[src/rtl/f_pool_collect_if.sv]
// Result stream from the pool collector to the memory-writer stage.
//   out_valid : head entry present
//   out_ready : consumer takes the head this cycle
//   out_data  : head entry
interface f_pool_collect_if #(
  parameter int DATA_W = 32
);
  logic              out_valid;
  logic              out_ready;
  logic [DATA_W-1:0] out_data;

  modport master (output out_valid, output out_data, input  out_ready);
  modport slave  (input  out_valid, input  out_data, output out_ready);
endinterface

[src/rtl/f_pool_collect.sv]
// Pool collector: follows the max-accumulator's stride/delay phase, captures
// each completed window maximum (plus the final window at end of stream),
// optionally applies float ReLU, and queues results in a small FIFO that
// drains over a valid/ready stream.
//   clk, rst_n       : clock, async active-low reset
//   run              : start pulse (reload phase, clear window/status state)
//   running          : accumulator is consuming data
//   strideMinusOne   : window length - 1
//   delay0           : initial phase delay
//   reluEnable       : negative captures become +0.0
//   in0              : accumulator running max
//   out_if           : result stream (master side)
//   windowsOut       : results popped since last run (wraps)
//   overflow         : sticky, a capture was dropped on a full FIFO
module f_pool_collect #(
  parameter int DATA_W  = 32,
  parameter int DELAY_W = 7,
  parameter int DEPTH   = 4
)(
  input  logic               clk,
  input  logic               rst_n,
  input  logic               run,
  input  logic               running,
  input  logic [DELAY_W-1:0] strideMinusOne,
  input  logic [DELAY_W-1:0] delay0,
  input  logic               reluEnable,
  input  logic [DATA_W-1:0]  in0,
  f_pool_collect_if.master   out_if,
  output logic [15:0]        windowsOut,
  output logic               overflow
);
  localparam int AW = $clog2(DEPTH);

  logic [DELAY_W-1:0]           delay_q, delay_d;
  logic                         primed_q, primed_d;
  logic                         running_q, running_d;
  logic [AW:0]                  wptr_q, wptr_d, rptr_q, rptr_d;
  logic [DEPTH-1:0][DATA_W-1:0] mem_q, mem_d;
  logic [15:0]                  win_q, win_d;
  logic                         ovf_q, ovf_d;

  logic              boundary, cap_eos, capture, empty, full, push, pop;
  logic [DATA_W-1:0] cap_val;

  always_comb begin
    boundary = (delay_q == '0);
    // run suppresses both capture paths; on a boundary in0 still holds
    // the previous window's max
    cap_eos  = !run && running_q && !running && primed_q;
    capture  = (!run && boundary && running && primed_q) || cap_eos;
    // sign bit set covers -0.0 as well
    cap_val  = (reluEnable && in0[DATA_W-1]) ? '0 : in0;

    empty = (wptr_q == rptr_q);
    full  = (wptr_q[AW] != rptr_q[AW]) && (wptr_q[AW-1:0] == rptr_q[AW-1:0]);
    pop   = !empty && out_if.out_ready;
    // a full FIFO still accepts when the head leaves in the same cycle
    push  = capture && (!full || pop);

    if (run)                 delay_d = delay0;
    else if (delay_q != '0)  delay_d = delay_q - 1'b1;
    else                     delay_d = strideMinusOne;

    if (run || cap_eos)             primed_d = 1'b0;
    else if (boundary && running)   primed_d = 1'b1;
    else                            primed_d = primed_q;

    running_d = running;

    mem_d = mem_q;
    if (push) mem_d[wptr_q[AW-1:0]] = cap_val;
    wptr_d = wptr_q + {{AW{1'b0}}, push};
    rptr_d = rptr_q + {{AW{1'b0}}, pop};

    // run takes priority over a same-cycle pop for the window count
    if (run)      win_d = '0;
    else if (pop) win_d = win_q + 16'd1;
    else          win_d = win_q;

    if (run)                          ovf_d = 1'b0;
    else if (capture && full && !pop) ovf_d = 1'b1;
    else                              ovf_d = ovf_q;
  end

  always_ff @(posedge clk or negedge rst_n) begin
    if (!rst_n) begin
      delay_q   <= '0;
      primed_q  <= 1'b0;
      running_q <= 1'b0;
      wptr_q    <= '0;
      rptr_q    <= '0;
      mem_q     <= '0;
      win_q     <= '0;
      ovf_q     <= 1'b0;
    end else begin
      delay_q   <= delay_d;
      primed_q  <= primed_d;
      running_q <= running_d;
      wptr_q    <= wptr_d;
      rptr_q    <= rptr_d;
      mem_q     <= mem_d;
      win_q     <= win_d;
      ovf_q     <= ovf_d;
    end
  end

  assign out_if.out_valid = !empty;
  assign out_if.out_data  = mem_q[rptr_q[AW-1:0]];
  assign windowsOut       = win_q;
  assign overflow         = ovf_q;
endmodule

[src/flat_wrapper.sv]
// flat-port wrapper written by rule: the top's interface ports become plain ports
module f_pool_collect_flat 
#(
  parameter int DATA_W  = 32,
  parameter int DELAY_W = 7,
  parameter int DEPTH   = 4
)
  (clk, rst_n, run, running, strideMinusOne, delay0, reluEnable, in0, windowsOut, overflow, out_if_out_valid, out_if_out_data, out_if_out_ready);
  f_pool_collect_if #(.DATA_W(DATA_W)) out_if_i ();
  input  logic clk;
  input  logic rst_n;
  input  logic run;
  input  logic running;
  input  logic [DELAY_W-1:0] strideMinusOne;
  input  logic [DELAY_W-1:0] delay0;
  input  logic reluEnable;
  input  logic [DATA_W-1:0] in0;
  output logic [15:0] windowsOut;
  output logic overflow;
  output wire logic [$bits(out_if_i.out_valid)-1:0] out_if_out_valid;
  output wire logic [$bits(out_if_i.out_data)-1:0] out_if_out_data;
  input wire logic [$bits(out_if_i.out_ready)-1:0] out_if_out_ready;
  assign out_if_out_valid = out_if_i.out_valid;
  assign out_if_out_data = out_if_i.out_data;
  assign out_if_i.out_ready = out_if_out_ready;
  f_pool_collect #(.DATA_W(DATA_W), .DELAY_W(DELAY_W), .DEPTH(DEPTH)) u_core (.clk(clk), .rst_n(rst_n), .run(run), .running(running), .strideMinusOne(strideMinusOne), .delay0(delay0), .reluEnable(reluEnable), .in0(in0), .out_if(out_if_i), .windowsOut(windowsOut), .overflow(overflow));
endmodule
[config.mk]
export PLATFORM = sky130hd
export DESIGN_NAME = f_pool_collect_flat
export DESIGN_NICKNAME = d
export VERILOG_FILES = /design/src/rtl/f_pool_collect_if.sv /design/src/rtl/f_pool_collect.sv /design/src/flat_wrapper.sv
export SDC_FILE = /design/constraint.sdc
export NUM_CORES = 1
export LEC_CHECK = 0
export CAP_MARGIN = 25
export CELL_PAD_IN_SITES_DETAIL_PLACEMENT = 0
export CELL_PAD_IN_SITES_GLOBAL_PLACEMENT = 1
export CORE_ASPECT_RATIO = 2
export CORE_MARGIN = 3
export CORE_UTILIZATION = 45
export DETAILED_ROUTE_END_ITERATION = 8
export PLACE_DENSITY_LB_ADDON = 0.12
export SLEW_MARGIN = 25
export SYNTH_ARGS = -nofsm -noshare
export SYNTH_HDL_FRONTEND = slang
export SYNTH_SLANG_ARGS = --single-unit
[constraint.sdc]
create_clock -name clk -period 4.1 [get_ports clk]
set_input_delay 1.025 -clock clk [delete_from_list [all_inputs] [get_ports clk]]
set_output_delay 1.025 -clock clk [all_outputs]
set_load 0.1 [all_outputs]
; Yosys cells after proc, flatten, opt, wreduce, memory -nomap -nowiden
; Index checks and enable logic that the tools add are counted.
[word_totals]
out_inout_bits = 50
word_cells = 62
regBits = 160
inputBits = 52
[classes]
eq_ne = 3
addsub = 4
muxes = 14
order_cmp = 3
reduce_logical = 27
[ops]
columns = op, n
row1 = $bwmux W128, 1
row2 = $mux W32, 3
row3 = $bmux W32 S2, 1
row4 = $demux W32 S2, 1
row5 = $mux W16, 2
row6 = $add A16 B1 Y16 const B, 1
row7 = $logic_and A1 B1 Y1, 14
row8 = $mux W7, 2
row9 = $logic_not A7 Y1, 1
row10 = $reduce_bool A7 Y1, 1
row11 = $sub A7 B1 Y7 const B, 1
row12 = $add A3 B1 Y3, 2
row13 = $lt A2 B3 Y1 const B, 2
row14 = $reduce_bool A2 Y1, 3
row15 = $logic_not A1 Y1, 5
row16 = $mux W1, 4
row17 = $eq A3 B3 Y1, 1
row18 = $logic_or A1 B1 Y1, 3
row19 = $eq A2 B2 Y1, 1
row20 = $ge A2 B1 Y1 const B, 1
row21 = $ne A1 B1 Y1, 1

; Longest topological paths before layout
; Gate-level depths: netlist (run 1).
[logic_depth]
ltp_word = 9
mapped_depth = 9
mapped_depth_nobuf = 8

; Least setup slack after synthesis (run 1)
; OpenSTA, ideal clock, no wires.
[synth_path]
path_type = reg-to-output
from = reg u_core.rptr_q[0]
to = out out_if_out_data[10]
setup_slack_ps = 1089
arrival_ps = 1986
path_buffers = 2
stages_incl_launch_ff = 4
t_required_ps = 3075
cell_sequence = dfrtp_1 -> clkbuf_1 -> buf_1 -> mux4_2
[synth_via]
elab_chain_len = 2
[synth_lines]
columns = item, line
row1 = start: declaration, f_pool_collect.sv:37  ; logic [AW:0] wptr_q, wptr_d, rptr_q, rptr_d;
row2 = start signal: assignment, f_pool_collect.sv:100  ; rptr_q <= rptr_d;
row3 = $bmux W32 S2, f_pool_collect.sv:108  ; assign out_if.out_data = mem_q[rptr_q[AW-1:0]];
row4 = $mux W32 (implied by the code), f_pool_collect.sv:108
row5 = end: declaration, flat_wrapper.sv:21  ; output wire logic [$bits(out_if_i.out_data)-1:0] out_if_out_data;
; Every way passes these cells. The select of a mux whose other input is x is not followed.

; Final worst setup path (run 1)
[layout_path]
from = reg u_core.rptr_q[1]
to = out out_if_out_valid
[layout_via]
elab_chain_len = 2
[layout_lines]
columns = item, line
row1 = $eq A3 B3 Y1, f_pool_collect.sv:54  ; empty = (wptr_q == rptr_q);
row2 = $logic_not A1 Y1, f_pool_collect.sv:107  ; assign out_if.out_valid = !empty;
row3 = end: declaration, flat_wrapper.sv:20  ; output wire logic [$bits(out_if_i.out_valid)-1:0] out_if_out_valid;
; Every way passes these cells.

==> impl_metrics.json, run 1 <==
{
  "status": "finished, final reports clean",
  "synthArstFlopShare": 1.00,
  "synth-edff-count": 0,
  "antenna_found_initial": 0,
  "synth_top_cells_by_area": "dfrtp_1, mux4_2, mux2_1, mux2_4, mux2_2",
  "max_slew.worst_pin.slew_ns": 0.976,
  "firstDrtPassIters": 4,
  "syn_to_final_growth_pct": 22.0,
  "cts_resized": 0,
  "die_area_mm2": 0.0187,
  "syn_inst": 530,
  "grt_pass1_vias": 5257,
  "finalHoldViolCount": 0,
  "drt-initial-drc-count": 121,
  "cp.required_ns": 3.07,
  "mostFrequentLayoutCell": "dfrtp_1",
  "start_kind": "flip-flop",
  "final_cells": 844,
  "yosys.area.top_type": "dfrtp_1",
  "arrival_ns": 2.26,
  "grt_pass1_wl_um": 27400,
  "cts_root_buf": "clkbuf_16",
  "wl_um": 16400,
  "drive_above_1_share": 0.289,
  "die_w_um": 98.3,
  "syn_area_mm2": 0.00767,
  "gr-total-overflow": 0,
  "cap_violations": 0,
  "synth_cell_types": 43,
  "ys.flop_type": "dfrtp_1",
  "fin_crit_sh": 0.800,
  "whs_ns": 0.484,
  "hold_path_class": "reg -> reg",
  "clk_latency_ns": 0.41,
  "io_buffers": 101,
  "ys_seq_elements": 160,
  "ys_seq_area_frac": 0.522,
  "tns_ns": 0,
  "route.detailed.drc": 0,
  "dp.final_hpwl_um": 10600,
  "diodes": 0,
  "drv_slew": 0,
  "yosys.area.top_type_share": 0.522,
  "die_y_um": 191,
  "avgRoutedWirePerCell_um": 19.5,
  "htreeDepth": 4,
  "min_from": "u_core.mem_q[13]",
  "grt_util_all_layers": 0.186,
  "layout_common_cells": "dfrtp_1, clkdlybuf4s50_1, mux2_1",
  "ir_drop_mv": 0.298,
  "end_kind": "primary output",
  "vias": 4674,
  "dpl-instance-area_mm2": 0.00877,
  "rsz0062_at_grt": "no",
  "core_region_area_mm2": 0.0165,
  "start_util": 0.464,
  "grt_max_degree": 119,
  "fin_area_mm2": 0.00935,
  "vias_per_cell": 5.54,
  "fmax_mhz": 305,
  "min_period_ns": 3.28,
  "clk_path_buf_depth": 2,
  "final_nets": 687,
  "leakage_nw": 4.37,
  "cts_setup_buffers": 0,
  "place_inst": 813,
  "cts_tree": "yes",
  "setup_viol": 0,
  "postCtsHoldBufs": 0,
  "syn_nets": 589,
  "relSlewSlack": 0.347,
  "clk_pin_slew_ns": 0.06,
  "syn_area_per_cell_um2": 14.5,
  "globalplace.congestion": 0.788,
  "synth-warning-count": 0,
  "power_mw": 4.18,
  "ios": 102,
  "worst_clock_skew_ns": 0.00637,
  "cts_inserted_buffers": 17,
  "critPathMaxFanout": 26,
  "r2r-start": "u_core.delay_q[4]",
  "critPathLaunch": "u_core.rptr_q[1]",
  "cts_sinks": 160,
  "ant_nets": 0,
  "powerDensity_mw_per_mm2": 447,
  "worst-setup-path-type": "reg -> out",
  "num_rows": 66
}
-- cells in the mapped netlist, drive strengths merged, types with 2 or more instances --
cell type,n
nand4,3
and2,34
buf,16
or4,7
ha,7
nor4b,2
o31ai,8
nor4,4
o31a,3
dfrtp,160
xor2,7
a21oi,14
nand2,14
mux2,129
clkbuf,17
mux4,32
nor3,5
nand3,3
o21ai,21
xnor2,2
or3,7
nor2b,2
nor2,6
nand2b,4
inv,10
mux2i,4
-- power breakdown --
group	switching (mW)	internal [mW]	total, mW
Sequential	0.145	1.65	1.79
Combinational	0.517	0.340	0.858
Clock	0.610	0.922	1.53
Total	1.27	2.91	4.18
-- state kept, by name, indices dropped and copies added, names as in the netlist --
| name | flops |
|---|---|
| u_core.overflow | 1 |
| u_core.primed_q | 1 |
| u_core.wptr_q | 3 |
| u_core.mem_q | 128 |
| u_core.delay_q | 7 |
| u_core.running_q | 1 |
| u_core.rptr_q | 3 |
| u_core.windowsOut | 16 |
-- cell families after synthesis --
family | synth area share
mux | 0.303
flops | 0.522
simple gates | 0.0814
compound gates | 0.0397
buf+inv | 0.0315
xor+xnor | 0.0103
fa+ha+maj | 0.0114
-- through the flow --
step                       util  setup WS, ns
after CTS                 0.566         0.800
final                     0.566         0.819
after global placement    0.531         0.829
after floorplan               -          1.09
after global routing      0.566         0.692
after detailed placement  0.531         0.781
-- worst max-delay path, stage by stage (launching register included) --
cell and delay (ns):
dfrtp_2 0.88, xor2_1 0.48, nor3_1 0.10, inv_1 0.09, buf_4 0.29
-- worst paths after layout --
path / end / slack, ns / cells after the start
max reg2reg: u_core.mem_q[31] / 1.23 / 5
max: out_if_out_valid / 0.82 / 4
min reg2reg: u_core.mem_q[13] / 0.48 / 1
min: u_core.mem_q[13] / 0.48 / 1
min in group asynchronous: u_core.windowsOut[8] / 0.73 / 1
max in group asynchronous: u_core.mem_q[54] / 2.42 / 2
-- area by class of cell --
class,count,area [µm²]
clock inverters,10,113
repair buffers,112,1040
clock buffers,21,460
well taps,204,255
inverters,10,37.5
flip-flops and latches,160,4010
fillers,1358,7160
multi-input cells,327,3440
-- layer usage --
layer | GRT usage | share of wire | wire (µm)
met2 | 0.333 | 0.55 | 9030
met3 | 0.0363 | 0.036 | 599
met5 | 0 | 0 | 0
met4 | 0.0663 | 0.015 | 241
met1 | 0.219 | 0.40 | 6580
Note: power is estimated with default switching activity, not from simulation.
==> run 2: changes to the inputs <==
clock period = 3.2 ns   (was 4.1 ns; I/O delays follow)
==> run 2 against run 1 <==
Sequential power increased by 26%. Combinational power increased by 46%. Register-to-register slack got worse by 0.69 ns. Worst setup slack got worse by 0.57 ns. Core utilization increased by 2.7 points. Critical path depth decreased by 1. Largest power group unchanged. Clock-buffer cell count decreased by 3. Die area unchanged. Worst hold slack got worse by 0.16 ns. Power increased by 30%. Critical endpoint is now out_if_out_data[0].
==> impl_metrics.json, run 2 (same netlist as run 1, synthesis figures left out) <==
{
  "globalplace.congestion": 0.800,
  "hold_path_class": "in -> async",
  "tns_ns": 0,
  "drv_slew": 0,
  "vias": 4697,
  "die_w_um": 98.3,
  "start_kind": "flip-flop",
  "r2r-start": "u_core.delay_q[4]",
  "antenna_found_initial": 0,
  "place_ws_ns": 0.202,
  "max_slew.worst_pin.slew_ns": 0.680,
  "dp.final_hpwl_um": 11400,
  "fmax_mhz": 339,
  "grt_pass1_vias": 5324,
  "clk_pin_slew_ns": 0.07,
  "rsz0062_at_grt": "no",
  "grt_max_degree": 54,
  "min_period_ns": 2.95,
  "ios": 102,
  "layout_common_cells": "dfrtp_1, mux2_1, clkdlybuf4s50_1",
  "diodes": 0,
  "die_y_um": 191,
  "grt_util_all_layers": 0.193,
  "critPathMaxFanout": 18,
  "cts_setup_buffers": 0,
  "largest_reg_flops": 128,
  "drive_above_1_share": 0.325,
  "htreeDepth": 4,
  "io_buffers": 101,
  "vias_per_cell": 5.52,
  "avgRoutedWirePerCell_um": 19.8,
  "status": "finished, final reports clean",
  "wl_um": 16800,
  "mostFrequentLayoutCell": "dfrtp_1",
  "ant_nets": 0,
  "relSlewSlack": 0.546,
  "cts_inserted_buffers": 17,
  "largest_register": "u_core.mem_q",
  "core_region_area_mm2": 0.0165,
  "finalHoldViolCount": 0,
  "start_util": 0.464,
  "drt-initial-drc-count": 136,
  "final_nets": 694,
  "die_area_mm2": 0.0187,
  "cts_sinks": 160,
  "postCtsHoldBufs": 0,
  "worst_clock_skew_ns": 0.0109,
  "arrival_ns": 2.15,
  "cts_root_buf": "clkbuf_16",
  "route.detailed.drc": 0,
  "cp.required_ns": 2.40,
  "power_mw": 5.46,
  "syn_to_final_growth_pct": 27.8,
  "firstDrtPassIters": 4,
  "cts_resized": 0,
  "worst-setup-path-type": "reg -> out",
  "setup_viol": 0,
  "critPathLaunch": "u_core.rptr_q[1]",
  "clk_path_buf_depth": 2,
  "layout_setup_ws_ns": 0.247,
  "fin_crit_sh": 0.923,
  "num_rows": 66,
  "end_kind": "primary output",
  "gr-total-overflow": 0,
  "leakage_nw": 4.53,
  "cts_tree": "yes",
  "cap_violations": 0,
  "grt_pass1_wl_um": 28300,
  "powerDensity_mw_per_mm2": 557,
  "ir_drop_mv": 0.344,
  "clk_latency_ns": 0.42
}
==> run 2: changes by cell type in the layout (fill, tap and decap cells not counted) <==
cell and delta:
bufinv_16 -1, clkinv_2 -3, clkbuf_8 -3, buf_12 +36, inv_8 +1, clkdlybuf4s50_1 -17, clkinvlp_4 +1, clkbuf_1 -1
buf_4 -12, inv_6 +5, buf_6 +1
==> run 2: per-layer routing <==
layer	track usage	vias to the layer above	wire length, µm
li1	-	2145	-
met1	0.228	2428	6680
met2	0.347	96	9290
met3	0.0322	28	490
met4	0.0742	0	379
met5	0	-	0
==> run 2: metrics by stage <==
stage | hold WS [ns] | area, µm² | util | cells
3_5_place_dp | 0.473 | 9230 | 0.559 | 820
2_1_floorplan | 0.452 | 7670 | - | 530
3_3_place_gp | 0.462 | 9230 | 0.559 | 820
4_1_cts | 0.337 | 9790 | 0.593 | 851
5_1_grt | 0.351 | 9800 | 0.593 | 851
6_report | 0.320 | 9800 | 0.593 | 851
==> run 2: power breakdown <==
group | switching, mW | leakage [nW] | internal (mW)
Sequential | 0.146 | 2.20 | 2.11
Clock | 0.863 | 0.254 | 1.08
Combinational | 0.729 | 2.08 | 0.524
==> run 2: area by class of cell <==
cell class	count	area, µm²
well taps	204	255
clock buffers	18	429
inverters	10	37.5
repair buffers	119	1500
clock inverters	13	130
flip-flops and latches	160	4010
fillers	1327	6720
multi-input cells	327	3440
==> run 2: worst paths after layout <==
kind | endpoint | slack, ns | cells past startpoint
worst max-delay path | out_if_out_data[0] | 0.25 | 3
worst min-delay path | u_core.windowsOut[8] | 0.32 | 1
worst max register to register | u_core.mem_q[97] | 0.54 | 5
worst min register to register | u_core.mem_q[50] | 0.49 | 1
max in group asynchronous | u_core.mem_q[114] | 2.08 | 2
min in group clk | u_core.mem_q[50] | 0.49 | 1
==> run 2: worst max-delay path, cell delays in order (launching register included) <==
cell and delay [ns]:
dfrtp_2 0.69, buf_4 0.40, mux4_2 0.43, buf_12 0.20
